===== src/rtl/bcd_pkg.sv =====
// bcd_pkg: shared constants and FSM state type for the BCD-to-binary converter.
package bcd_pkg;
    localparam int DIGIT_W = 4;
    localparam logic [DIGIT_W-1:0] BCD_MAX = 4'd9;
    localparam logic [DIGIT_W-1:0] ADJ_THRESH = 4'd8;
    typedef enum logic [1:0] {IDLE, SHIFT, DONE} state_e;
endpackage


===== src/rtl/bcd_to_bin_seq_if.sv =====
// bcd_to_bin_seq_if: start/ready/valid handshake and data bus of the converter.
interface bcd_to_bin_seq_if
    import bcd_pkg::*;
#(
    parameter int DIGITS = 4,
    parameter int BIN_W = 14
);
    logic start;
    logic [DIGIT_W*DIGITS-1:0] bcd_in;
    logic ready;
    logic valid;
    logic [BIN_W-1:0] bin_out;
    logic ovf;
    logic err;
    modport master (output start, bcd_in, input ready, valid, bin_out, ovf, err);
    modport slave (input start, bcd_in, output ready, valid, bin_out, ovf, err);
endinterface


===== src/rtl/bcd_digit_adj.sv =====
// bcd_digit_adj: one-digit reverse double dabble correction, subtract 3 when >= 8.
module bcd_digit_adj
    import bcd_pkg::*;
(
    input  logic [DIGIT_W-1:0] d_i,
    output logic [DIGIT_W-1:0] q_o
);
    assign q_o = (d_i >= ADJ_THRESH) ? d_i - DIGIT_W'(3) : d_i;
endmodule


===== src/rtl/bcd_to_bin_seq.sv =====
// bcd_to_bin_seq: sequential BCD-to-binary converter, one result bit per clock.
// Defining BCD_DIGIT_CHECK_EN adds invalid-digit detection reported on err.
module bcd_to_bin_seq
    import bcd_pkg::*;
#(
    parameter int DIGITS = 4,
    parameter int BIN_W = 14
)(
    input logic clk,
    input logic clr,
    bcd_to_bin_seq_if.slave bus
);
    localparam int BCD_W = DIGIT_W * DIGITS;
    localparam int CNT_W = $clog2(BIN_W + 1);

    state_e state_q, state_d;
    logic [BCD_W-1:0] bcd_q, bcd_d, bcd_shift, bcd_adj;
    logic [BIN_W-1:0] bin_q, bin_d, bin_shift, bout_q, bout_d;
    logic [CNT_W-1:0] cnt_q, cnt_d;
    logic ovf_q, ovf_d, err_q, err_d, ready_q, valid_q, bad_in;

    assign bcd_shift = bcd_q >> 1;
    assign bin_shift = {bcd_q[0], bin_q[BIN_W-1:1]};

    for (genvar g = 0; g < DIGITS; g++) begin : g_adj
        bcd_digit_adj u_adj (
            .d_i(bcd_shift[g*DIGIT_W +: DIGIT_W]),
            .q_o(bcd_adj[g*DIGIT_W +: DIGIT_W])
        );
    end

`ifdef BCD_DIGIT_CHECK_EN
    logic [DIGITS-1:0] bad;
    for (genvar g = 0; g < DIGITS; g++) begin : g_chk
        assign bad[g] = bus.bcd_in[g*DIGIT_W +: DIGIT_W] > BCD_MAX;
    end
    assign bad_in = |bad;
`else
    assign bad_in = 1'b0;
`endif

    always_comb begin
        state_d = state_q;
        bcd_d = bcd_q;
        bin_d = bin_q;
        cnt_d = cnt_q;
        bout_d = bout_q;
        ovf_d = ovf_q;
        err_d = err_q;
        case (state_q)
            IDLE: if (bus.start) begin
                bcd_d = bus.bcd_in;
                bin_d = '0;
                cnt_d = '0;
                bout_d = '0;
                ovf_d = 1'b0;
                err_d = bad_in;
                state_d = bad_in ? DONE : SHIFT;
            end
            SHIFT: begin
                bcd_d = bcd_adj;
                bin_d = bin_shift;
                cnt_d = cnt_q + 1'b1;
                if (cnt_q == CNT_W'(BIN_W - 1)) begin
                    state_d = DONE;
                    bout_d = bin_shift;
                    ovf_d = |bcd_adj;
                end
            end
            default: state_d = IDLE;
        endcase
    end

    always_ff @(posedge clk or posedge clr) begin
        if (clr) begin
            state_q <= IDLE;
            bcd_q <= '0;
            bin_q <= '0;
            cnt_q <= '0;
            bout_q <= '0;
            ovf_q <= 1'b0;
            err_q <= 1'b0;
            ready_q <= 1'b1;
            valid_q <= 1'b0;
        end else begin
            state_q <= state_d;
            bcd_q <= bcd_d;
            bin_q <= bin_d;
            cnt_q <= cnt_d;
            bout_q <= bout_d;
            ovf_q <= ovf_d;
            err_q <= err_d;
            ready_q <= (state_d == IDLE);
            valid_q <= (state_d == DONE);
        end
    end

    assign bus.ready = ready_q;
    assign bus.valid = valid_q;
    assign bus.bin_out = bout_q;
    assign bus.ovf = ovf_q;
    assign bus.err = err_q;
endmodule


===== src/flat_wrapper.sv =====
// flat-port wrapper written by rule: the top's interface ports become plain ports
module bcd_to_bin_seq_flat import bcd_pkg::*;
#(
    parameter int DIGITS = 4,
    parameter int BIN_W = 14
)
  (clk, clr, bus_start, bus_bcd_in, bus_ready, bus_valid, bus_bin_out, bus_ovf, bus_err);
  bcd_to_bin_seq_if #(.DIGITS(DIGITS), .BIN_W(BIN_W)) bus_i ();
  input logic clk;
  input logic clr;
  input wire logic [$bits(bus_i.start)-1:0] bus_start;
  input wire logic [$bits(bus_i.bcd_in)-1:0] bus_bcd_in;
  output wire logic [$bits(bus_i.ready)-1:0] bus_ready;
  output wire logic [$bits(bus_i.valid)-1:0] bus_valid;
  output wire logic [$bits(bus_i.bin_out)-1:0] bus_bin_out;
  output wire logic [$bits(bus_i.ovf)-1:0] bus_ovf;
  output wire logic [$bits(bus_i.err)-1:0] bus_err;
  assign bus_i.start = bus_start;
  assign bus_i.bcd_in = bus_bcd_in;
  assign bus_ready = bus_i.ready;
  assign bus_valid = bus_i.valid;
  assign bus_bin_out = bus_i.bin_out;
  assign bus_ovf = bus_i.ovf;
  assign bus_err = bus_i.err;
  bcd_to_bin_seq #(.DIGITS(DIGITS), .BIN_W(BIN_W)) u_core (.clk(clk), .clr(clr), .bus(bus_i));
endmodule

===== config.mk =====
export PLATFORM = sky130hd
export DESIGN_NAME = bcd_to_bin_seq_flat
export DESIGN_NICKNAME = d
export VERILOG_FILES = /design/src/rtl/bcd_pkg.sv /design/src/rtl/bcd_to_bin_seq_if.sv /design/src/rtl/bcd_digit_adj.sv /design/src/rtl/bcd_to_bin_seq.sv /design/src/flat_wrapper.sv
export SDC_FILE = /design/constraint.sdc
export NUM_CORES = 1
export LEC_CHECK = 0
export CORE_UTILIZATION = 49
export CTS_BUF_LIST = sky130_fd_sc_hd__clkbuf_16
export DETAILED_ROUTE_END_ITERATION = 8
export GPL_ROUTABILITY_DRIVEN = 0
export GPL_TIMING_DRIVEN = 0
export PLACE_DENSITY = 0.79
export SLEW_MARGIN = 20
export SYNTH_ARGS = -nofsm -noshare
export SYNTH_HDL_FRONTEND = slang
export SYNTH_SLANG_ARGS = --single-unit

===== constraint.sdc =====
create_clock -name clk -period 1.35 [get_ports clk]
set_input_delay 0.2025 -clock clk [delete_from_list [all_inputs] [get_ports clk]]
set_output_delay 0.2025 -clock clk [all_outputs]
set_load 0.03 [all_outputs]

==> results of run 1 <==
## kinds of logic after synthesis
group / after synthesis
mux: 14
buf+inv: 28
simple gates: 61
fa+ha+maj: 8
compound gates: 58
other cells: 1
xor+xnor: 6
flops: 52
## sequential cells by signal (all words and copies together), names as in the netlist
| register | cells |
|---|---|
| u_core.state_q | 2 |
| u_core.bcd_q | 16 |
| u_core.bus.ready | 1 |
| u_core.cnt_q | 4 |
| u_core.bus.bin_out | 14 |
| u_core.bus.ovf | 1 |
| u_core.bus.valid | 1 |
| u_core.bin_q | 13 |
## final cells by class
type	count	area [µm²]	area share, %
Sequential cell	52	1306	37.09
Multi-Input combinational cell	148	1249	35.45
Timing Repair Buffer	59	576.8	16.38
Clock buffer	5	125.1	3.552
Buffer	13	100.1	2.842
Tap cell	67	83.83	2.380
Inverter	14	58.81	1.670
Clock inverter	3	22.52	0.6394
## layer usage
layer  GRT usage, %  wire, µm  up-vias
li1               -         -      916
met1          31.46      2657      977
met2          36.46      2965       45
met3          4.115       242        6
met4          7.265        55        0
met5              0         0        -
## path summary, 6_finish.rpt
path / from / end / cells after the start
worst max-delay path: u_core.cnt_q[1] / u_core.bus.bin_out[7] / 7
worst min-delay path: clr / u_core.bus.bin_out[1] / 2
worst max register to register: u_core.cnt_q[1] / u_core.bus.bin_out[7] / 7
worst min register to register: u_core.bin_q[3] / u_core.bin_q[3] / 1
max in group asynchronous: clr / u_core.bcd_q[5] / 3
min in group clk: bus_bcd_in[15] / u_core.bcd_q[15] / 3
## worst max-delay path, cell delays in order (launching register included)
cell     delay, ns
dfrtp_1       0.39
inv_2         0.09
ha_4          0.13
and3_4        0.20
nand2_4       0.05
nand2_4       0.10
buf_8         0.14
mux2_4        0.30
## Yosys cell counts, types with 2 or more instances
cell	instances	area (µm²)
a21o_1	15	112.6
a21oi_1	8	40.04
a22oi_1	7	52.55
a32oi_1	2	17.52
and2_1	13	81.33
buf_2	7	35.03
buf_4	2	15.01
buf_6	2	22.52
clkbuf_1	2	7.510
dfrtp_1	51	1276
ha_1	8	100.1
inv_1	13	48.80
mux2_2	3	33.78
mux2_4	10	150.1
nand2_1	16	60.06
nand2_4	2	22.52
nand2b_1	3	18.77
nand3_1	4	20.02
nand4_1	3	18.77
nor2_1	5	18.77
nor2b_1	5	31.28
nor3_1	2	10.01
o21ai_0	15	75.07
o22a_1	3	26.28
o22ai_1	5	31.28
xnor2_1	5	43.79
## repair_timing
action                     CTS  global route
setup endpoints to repair   58            46
cloned                       1             1
buffers inserted            18             5
resized for setup           35            46
pin swaps                    4            13
## per-stage QoR
step | utilization, % | hold slack (ns) | setup TNS, ns
after floorplan | - | 0.2572 | -1.319
after global placement | 61.42 | 0.4494 | -18.38
after detailed placement | 61.42 | 0.4576 | -19.27
after CTS | 68.67 | 0.4680 | -2.585
after global routing | 72.65 | 0.2642 | -3.376
final | 72.65 | 0.2407 | -2.109
## power by group
| group | internal [mW] | switching [mW] | total, mW |
|---|---|---|---|
| registers | 2.23 | 0.458 | 2.69 |
| logic | 2.34 | 2.25 | 4.59 |
| clock network | 0.694 | 0.584 | 1.28 |
==> summary.txt, run 1 <==
Timing
  – Maximum frequency from static timing analysis: 0.6569 GHz
  – Post-route setup slack: -0.1724 ns
  – Remaining max-slew budget at the tightest pin: 62.73%
  – Total count of max-transition violations in the final report: 0
  – Worst slew pin tran: 0.5591 ns
  – Final hold viol count: 0
  – Final Critical Period: 1.522 ns
  – Final Setup Violations: 18
  – Worst clock skew: 0.005761 ns
  – Crit share post-route: 112.8%
  – Setup repair after global routing missed its margin: yes

Global route
  – Vias in the first global route: 1877
  – Global route total overflow: 0
  – Global-route usage over all layers: 22.76%
  – Global-route wire length before repair: 9.190 mm
  – Number of antenna violations at the first check in global routing: 0
  – Maximum number of pins on one net before global-route repair: 53

Synth
  – Adder-cell share of the synthesized area: 3.949%
  – Number of synthesized flops with an enable pin: 0
  – Synthesized Nets: 255
  – Post-Syn Area per Cell: 11.12 µm²
  – Post-synthesis sequential element count: 52
  – Share of synthesized area spent on multiplexers: 7.651%
  – Dominant combinational cell family by area after synthesis: compound AO/OA/AOI/OAI gates
  – Fraction of the mapped netlist area in simple logic gates: 13.92%
  – Register area share after synthesis: 51.38%
  – Post-synthesis cell area: 2535 µm²
  – Ys flop type: dfrtp_1
  – Post-synthesis compound-gate area fraction: 14.86%
  – Yosys warning count: 0
  – Async set or reset register ratio after synthesis: 100.0%
  – Post-Synthesis Cells: 228
  – Xor/xnor share of the synthesized area: 2.073%
  – Distinct cell type count after synthesis: 43

Setup path
  – Setup Crit Path Kind: reg -> reg
  – Worst R2R Setup Slack: -0.17 ns
  – Arrival time of data at the critical path endpoint: 1.70 ns
  – Endpoint type of the worst setup path: register
  – Required time worst endpoint: 1.53 ns
  – Setup crit start kind: register
  – Max Fanout on Critical Path: 5

Layout
  – Number of inserted filler cells in the final layout: 325
  – Post-route non-filler standard cell count: 361
  – Share of layout cells above drive strength 1: 35.03%
  – Number of antenna diodes: 0
  – Leading cell type in the layout, fill and taps excluded: dfrtp_1
  – # nets final: 320
  – Synth-to-layout area growth: 38.94%
  – Final design instance area without fill: 3522 µm²
  – Leading cell types in the layout, fill and taps excluded: 48 x dfrtp_1, 18 x buf_4, 18 x clkdlybuf4s50_1

Floorplan
  – Placeable core region: 4848 µm²
  – Number of top-level pins: 37
  – Cell Rows: 25
  – Overall die height: 73.93 µm
  – DIE AREA: 5465 µm²
  – Width of the die: 73.93 µm
  – Initial core utilization: 52.28%

CTS
  – Maximum root-to-sink buffer count: 2
  – Number of clock buffers inserted by TritonCTS: 5
  – Clock latency of the later-clocked register in the worst-skew pair: 0.29 ns
  – Hold Buf Count CTS: 0
  – Root buf cell: clkbuf_16
  – Number of clock sinks: 52
  – CTS tree: done
  – Number of H-tree levels: 2
  – Post-CTS clock slew at the launch and capture registers of the worst setup and hold paths: 0.07 ns

Detailed routing
  – Via density per instance: 5.385
  – Detailed-route via count: 1944
  – Wire length per cell: 16.40 µm
  – Initial DRC count: 94
  – Final ANT Viol Nets: 0
  – Overall routed net length: 5.919 mm
  – Residual DRC: 0
  – Number of detailed-route iterations in the first pass: 4

Pwr
  – Maximum vdd drop: 1583 µV
  – Overall Power: 8.562 mW
  – Leakage: 1.773 nW
  – Power per standard cell area: 2431 nW/µm²

Run status
  – Violations in the final reports: negative setup slack
  – Outcome: finished, violations left

Place
  – Detailed Place HPWL: 3.427 mm
  – Count of placed standard cells including taps: 330
  – IO Port Bufs: 35
  – Placement-stage cell area: 2978 µm²
  – Pre-CTS WS: -0.4413 ns

Min path
  – Worst min path class: in -> async

Run
  – # Max-Cap Violations: 0
Note: power is estimated with default switching activity, not from simulation.
==> run 2, diff against run 1 <==
--- a/config.mk
+++ b/config.mk
@@ -9,7 +9,7 @@
 export CTS_BUF_LIST = sky130_fd_sc_hd__clkbuf_16
 export DETAILED_ROUTE_END_ITERATION = 8
 export GPL_ROUTABILITY_DRIVEN = 0
-export GPL_TIMING_DRIVEN = 0
+export GPL_TIMING_DRIVEN = 1
 export PLACE_DENSITY = 0.79
 export SLEW_MARGIN = 20
 export SYNTH_ARGS = -nofsm -noshare
==> summary.txt, run 2 (synthesized netlist as in run 1, its figures left out) <==
Setup path
  – Worst R2R Setup Slack: -0.14 ns
  – CP max stage cell: or4_4
  – Peak per-stage delay on the critical path: 0.54 ns
  – R2r worst-path depth: 4
  – Dominant delay contributor by cell family on the critical path: simple AND/OR/NAND/NOR gates
  – Setup Crit Path Kind: reg -> reg
  – Setup crit start kind: register
  – Critical R2R Capture: u_core.bus.ovf
  – Endpoint type of the worst setup path: register
  – Required time worst endpoint: 1.53 ns
  – Max Fanout on Critical Path: 2
  – CP Buf/Inv Count: 0
  – Worst flop-to-flop path startpoint: u_core.bcd_q[7]
  – Arrival time of data at the critical path endpoint: 1.67 ns
  – CP cell instances: or4_4 > nor3_2 > and4b_1 > a21oi_2

Floorplan
  – Overall die height: 73.93 µm
  – Width of the die: 73.93 µm
  – Initial core utilization: 52.28%
  – Placeable core region: 4848 µm²
  – Number of top-level pins: 37
  – DIE AREA: 5465 µm²
  – Cell Rows: 25

Timing
  – Final sum of negative setup slack: -0.9246 ns
  – Final Setup Violations: 14
  – Worst clock skew: 0.006528 ns
  – Setup repair after global routing missed its margin: yes
  – Hold_ws: 0.1513 ns
  – Maximum frequency from static timing analysis: 0.6713 GHz
  – Total count of max-transition violations in the final report: 0
  – Final Critical Period: 1.490 ns
  – Crit share post-route: 110.3%
  – Final hold viol count: 0
  – Post-route setup slack: -0.1396 ns

CTS
  – Number of H-tree levels: 2
  – CTS tree: done
  – Number of clock buffers inserted by TritonCTS: 5
  – Root buf cell: clkbuf_16
  – Number of clock sinks: 52
  – Post-CTS clock slew at the launch and capture registers of the worst setup and hold paths: 0.07 ns
  – Clock latency of the later-clocked register in the worst-skew pair: 0.29 ns
  – Maximum root-to-sink buffer count: 2

Run
  – # Max-Cap Violations: 0

Pwr
  – Sequential fraction of design power: 33.0%
  – Clock power share: 15.6%
  – Combinational share of power: 51.3%
  – Overall Power: 8.269 mW
  – Sw frac: 38.60%
  – Power per standard cell area: 2375 nW/µm²
  – P_sw: 3.191 mW
  – Leakage: 1.751 nW
  – Internal cell power: 5.077 mW
  – Maximum vdd drop: 1283 µV

Global route
  – Met2 Resource Use GR: 36.87%
  – Most Crowded Layer GR: met2
  – Global-route wire length before repair: 9.556 mm
  – Number of antenna violations at the first check in global routing: 0
  – Global route total overflow: 0
  – Maximum number of pins on one net before global-route repair: 35
  – Met1 track demand over resource: 32.23%
  – Global Route met3 Usage: 3.978%
  – Global-route usage over all layers: 23.69%
  – Vias in the first global route: 1957

Min path
  – Worst min path class: in -> async

Layout
  – Number of flip-flops in the largest register: 16
  – Synth-to-layout area growth: 37.36%
  – Top reg by flops: u_core.bcd_q
  – Multi-input gate area: 1224 µm²
  – Leading cell type in the layout, fill and taps excluded: dfrtp_1
  – Final design instance area without fill: 3482 µm²
  – FF+latch area: 1305 µm²
  – Number of inserted filler cells in the final layout: 336
  – # nets final: 320
  – Share of layout cells above drive strength 1: 28.91%
  – Leading cell types in the layout, fill and taps excluded: 49 x dfrtp_1, 29 x buf_4, 18 x clkdlybuf4s50_1
  – Number of antenna diodes: 0

Place
  – IO Port Bufs: 35
  – Detailed Place HPWL: 3.610 mm
  – Placement-stage cell area: 3120 µm²

Run status
  – Violations in the final reports: negative setup slack
  – Outcome: finished, violations left

Detailed routing
  – Initial DRC count: 121
  – Detailed-route via count: 1958
  – Wire length per cell: 16.20 µm
  – Via density per instance: 5.424
  – Overall routed net length: 5.850 mm
  – Final ANT Viol Nets: 0
  – Residual DRC: 0
  – Number of detailed-route iterations in the first pass: 4
## run 2: cell types whose count changed in the layout (fill, tap and decap cells not counted), sizes merged
cell           delta
clkinv            -2
clkdlybuf4s15     -1
inv               +1
clkbuf            -3
clkinvlp          +1
buf               +3
nand2             +1
## run 2: power groups by stage
| stage | registers (mW) | clock network, mW | logic [mW] |
|---|---|---|---|
| floorplan | 2.97 | 0 | 2.18 |
| global placement | 2.66 | 0 | 3.63 |
| detailed placement | 2.69 | 0 | 3.73 |
| CTS | 2.68 | 1.31 | 3.84 |
| global route | 2.80 | 1.38 | 4.60 |
| finish | 2.73 | 1.29 | 4.25 |
## run 2: cell type report
class	instances	area share (%)
Clock buffer	5	3.593
Clock inverter	3	0.7186
Inverter	14	1.617
Multi-Input combinational cell	149	35.14
Sequential cell	52	37.48
Tap cell	67	2.407
Timing Repair Buffer	71	19.04
## run 2: how the worst max path moves through the flow
stage | slack, ns | endpoint | cells past startpoint | start
finish | -0.14 | u_core.bus.ovf | 4 | u_core.bcd_q[7]
global route | -0.17 | u_core.bus.ovf | 4 | u_core.bcd_q[7]
CTS | -0.13 | u_core.bus.ovf | 4 | u_core.bcd_q[15]
detailed placement | -0.34 | u_core.bus.bin_out[11] | 5 | bus_start
global placement | -0.33 | u_core.bus.bin_out[10] | 5 | bus_start
floorplan | -0.13 | u_core.bus.bin_out[13] | 6 | u_core.cnt_q[0]
## run 2: routing by layer
| layer | routed length [µm] | share of wire [%] | up-vias |
|---|---|---|---|
| met5 | 0 | 0 | - |
| met4 | 146 | 2.5 | 0 |
| met3 | 225 | 3.8 | 15 |
| met2 | 2850 | 49 | 54 |
| met1 | 2628 | 45 | 973 |
| li1 | - | - | 916 |
## run 2: per-stage QoR
stage                     cells  setup WS (ns)  util (%)
after detailed placement    342        -0.3436     64.36
after global placement      342        -0.3326     64.36
final                       361        -0.1396     71.82
after floorplan             228        -0.1265         -
after global routing        361        -0.1705     71.82
after CTS                   354        -0.1317     69.11
## run 2: timing repair
action                     4_1_cts  5_1_grt
buffers inserted                 3        7
pin swaps                        1        9
resized for setup               30       17
setup endpoints to repair       50       43
hold buffers                     0        0
gates cloned                     1        0
==> run 3, diff against run 2 <==
--- a/config.mk
+++ b/config.mk
@@ -6,12 +6,11 @@
 export NUM_CORES = 1
 export LEC_CHECK = 0
 export CORE_UTILIZATION = 49
-export CTS_BUF_LIST = sky130_fd_sc_hd__clkbuf_16
 export DETAILED_ROUTE_END_ITERATION = 8
 export GPL_ROUTABILITY_DRIVEN = 0
 export GPL_TIMING_DRIVEN = 1
 export PLACE_DENSITY = 0.79
-export SLEW_MARGIN = 20
+export REMOVE_ABC_BUFFERS = 1
 export SYNTH_ARGS = -nofsm -noshare
 export SYNTH_HDL_FRONTEND = slang
 export SYNTH_SLANG_ARGS = --single-unit
==> summary.txt, run 3 (synthesized netlist as in run 1, its figures left out) <==
Detailed routing
  – Via density per instance: 5.345
  – Wire length per cell: 15.70 µm
  – Detailed-route via count: 1935
  – Overall routed net length: 5.682 mm
  – Number of detailed-route iterations in the first pass: 4
  – Residual DRC: 0
  – Initial DRC count: 112
  – Final ANT Viol Nets: 0

Pwr
  – Sw frac: 38.57%
  – Internal cell power: 4.901 mW
  – Clock power share: 14.0%
  – Power per standard cell area: 2317 nW/µm²
  – P_sw: 3.077 mW
  – Combinational share of power: 52.3%
  – Leakage: 1.760 nW
  – Maximum vdd drop: 1005 µV
  – Sequential fraction of design power: 33.7%

Setup path
  – Critical R2R Capture: u_core.bus.ovf
  – Worst R2R Setup Slack: -0.13 ns
  – Setup crit start kind: register
  – Crit path to: u_core.bus.ovf
  – Required time worst endpoint: 1.55 ns
  – Arrival time of data at the critical path endpoint: 1.68 ns
  – R2r worst-path depth: 4
  – Max Fanout on Critical Path: 2
  – Endpoint type of the worst setup path: register
  – Setup Crit Path Kind: reg -> reg
  – Worst flop-to-flop path startpoint: u_core.bcd_q[15]
  – Timing startpoint of the critical path: u_core.bcd_q[15]

Run status
  – Outcome: finished, violations left
  – Violations in the final reports: negative setup slack

Layout
  – Top reg by flops: u_core.bcd_q
  – Post-route non-filler standard cell count: 362
  – Number of antenna diodes: 0
  – Number of inserted filler cells in the final layout: 330
  – Leading cell types in the layout, fill and taps excluded: 51 x dfrtp_1, 30 x buf_4, 18 x clkdlybuf4s50_1
  – Synth-to-layout area growth: 35.83%
  – Final standard cell utilization of the core: 71.02%
  – Number of flip-flops in the largest register: 16
  – # nets final: 321
  – Share of layout cells above drive strength 1: 27.46%
  – Leading cell type in the layout, fill and taps excluded: dfrtp_1

Timing
  – Setup repair after global routing missed its margin: yes
  – Worst clock skew: 0.006420 ns
  – Final sum of negative setup slack: -1.176 ns
  – Total count of max-transition violations in the final report: 0
  – Final hold viol count: 0
  – Final Setup Violations: 27
  – Crit share post-route: 109.9%
  – Maximum frequency from static timing analysis: 0.6742 GHz
  – Post-route setup slack: -0.1333 ns
  – Final Critical Period: 1.483 ns

Min path
  – Worst min path class: in -> async

CTS
  – Number of H-tree levels: 2
  – Number of clock buffers inserted by TritonCTS: 5
  – Hold Buf Count CTS: 0
  – Clock latency of the later-clocked register in the worst-skew pair: 0.31 ns
  – Maximum root-to-sink buffer count: 2
  – Number of clock sinks: 52
  – CTS tree: done
  – Root buf cell: clkbuf_8
  – Post-CTS clock slew at the launch and capture registers of the worst setup and hold paths: 0.10 ns

Floorplan
  – DIE AREA: 5465 µm²
  – Width of the die: 73.93 µm
  – Overall die height: 73.93 µm
  – Number of top-level pins: 37
  – Cell Rows: 25
  – Placeable core region: 4848 µm²
  – Initial core utilization: 52.28%

Global route
  – Global-route usage over all layers: 23.39%
  – Global-route wire length before repair: 9.425 mm
  – Global route total overflow: 0
  – Vias in the first global route: 1934
  – Number of antenna violations at the first check in global routing: 0
  – Maximum number of pins on one net before global-route repair: 21

Place
  – Detailed Place HPWL: 3.775 mm
  – Pre-CTS WS: -0.3468 ns
  – Count of placed standard cells including taps: 346
  – IO Port Bufs: 35

Run
  – # Max-Cap Violations: 0
[run 3: changes by cell type in the layout (fill, tap and decap cells not counted), moves of 3 or more]
| cell | change |
|---|---|
| clkbuf_16 | -5 |
| clkdlybuf4s15_1 | +3 |
| clkbuf_8 | +6 |
| dlygate4sd2_1 | -3 |
[run 3: per-stage QoR]
stage | hold WS (ns) | area (µm²) | power [mW]
detailed placement | 0.4575 | 3154 | 6.510
finish | 0.1891 | 3443 | 7.978
global route | 0.2030 | 3443 | 8.508
floorplan | 0.3477 | 2435 | 4.969
global placement | 0.4498 | 3154 | 6.353
CTS | 0.1894 | 3357 | 7.735
[run 3: worst min path at each step]
stage	start	end	slack, ns	cells after the start
2_1_floorplan	bus_bcd_in[15]	u_core.bcd_q[15]	0.35	2
3_3_place_gp	u_core.bin_q[7]	u_core.bin_q[7]	0.45	1
3_5_place_dp	u_core.bin_q[9]	u_core.bin_q[9]	0.46	1
4_1_cts	clr	u_core.bus.bin_out[5]	0.19	2
5_1_grt	clr	u_core.bus.bin_out[5]	0.20	2
6_report	clr	u_core.bus.bin_out[5]	0.19	2
[run 3: layout make-up]
cell class                 count  area [µm²]  share of cell area, %
timing repair buffer          72       683.2                  19.84
sequential                    52        1303                  37.83
tap                           67       83.83                  2.435
inverter                      14       52.55                  1.526
multi-input combinational    149        1200                  34.85
clock buffer                   6       82.58                  2.398
clock inverter                 2       38.79                  1.126
[run 3: what timing repair did]
action | CTS | global route
buffers inserted | 4 | 3
pin swaps | 4 | 2
gates resized for setup | 29 | 15
cloned | 1 | 0
setup endpoints to repair | 53 | 47
[run 3: power groups by stage]
stage               combinational (mW)  clock [mW]  sequential, mW
detailed placement                3.83           0            2.68
CTS                               3.94        1.14            2.66
global placement                  3.70           0            2.65
finish                            4.17        1.12            2.69
floorplan                         1.89           0            3.08
global route                      4.53        1.22            2.77
[run 3: worst max-delay path: stages (launching register included)]
cell     delay (ns)
dfrtp_1        0.39
or4_1          0.53
nor3_2         0.15
and4b_1        0.24
a21oi_1        0.07
[run 3: layer usage]
layer | vias up | global-route usage [%] | wire [µm]
li1 | 918 | - | -
met1 | 961 | 31.31 | 2509
met2 | 49 | 37.98 | 2872
met3 | 7 | 5.075 | 221
met4 | 0 | 7.479 | 78
met5 | - | 0 | 0
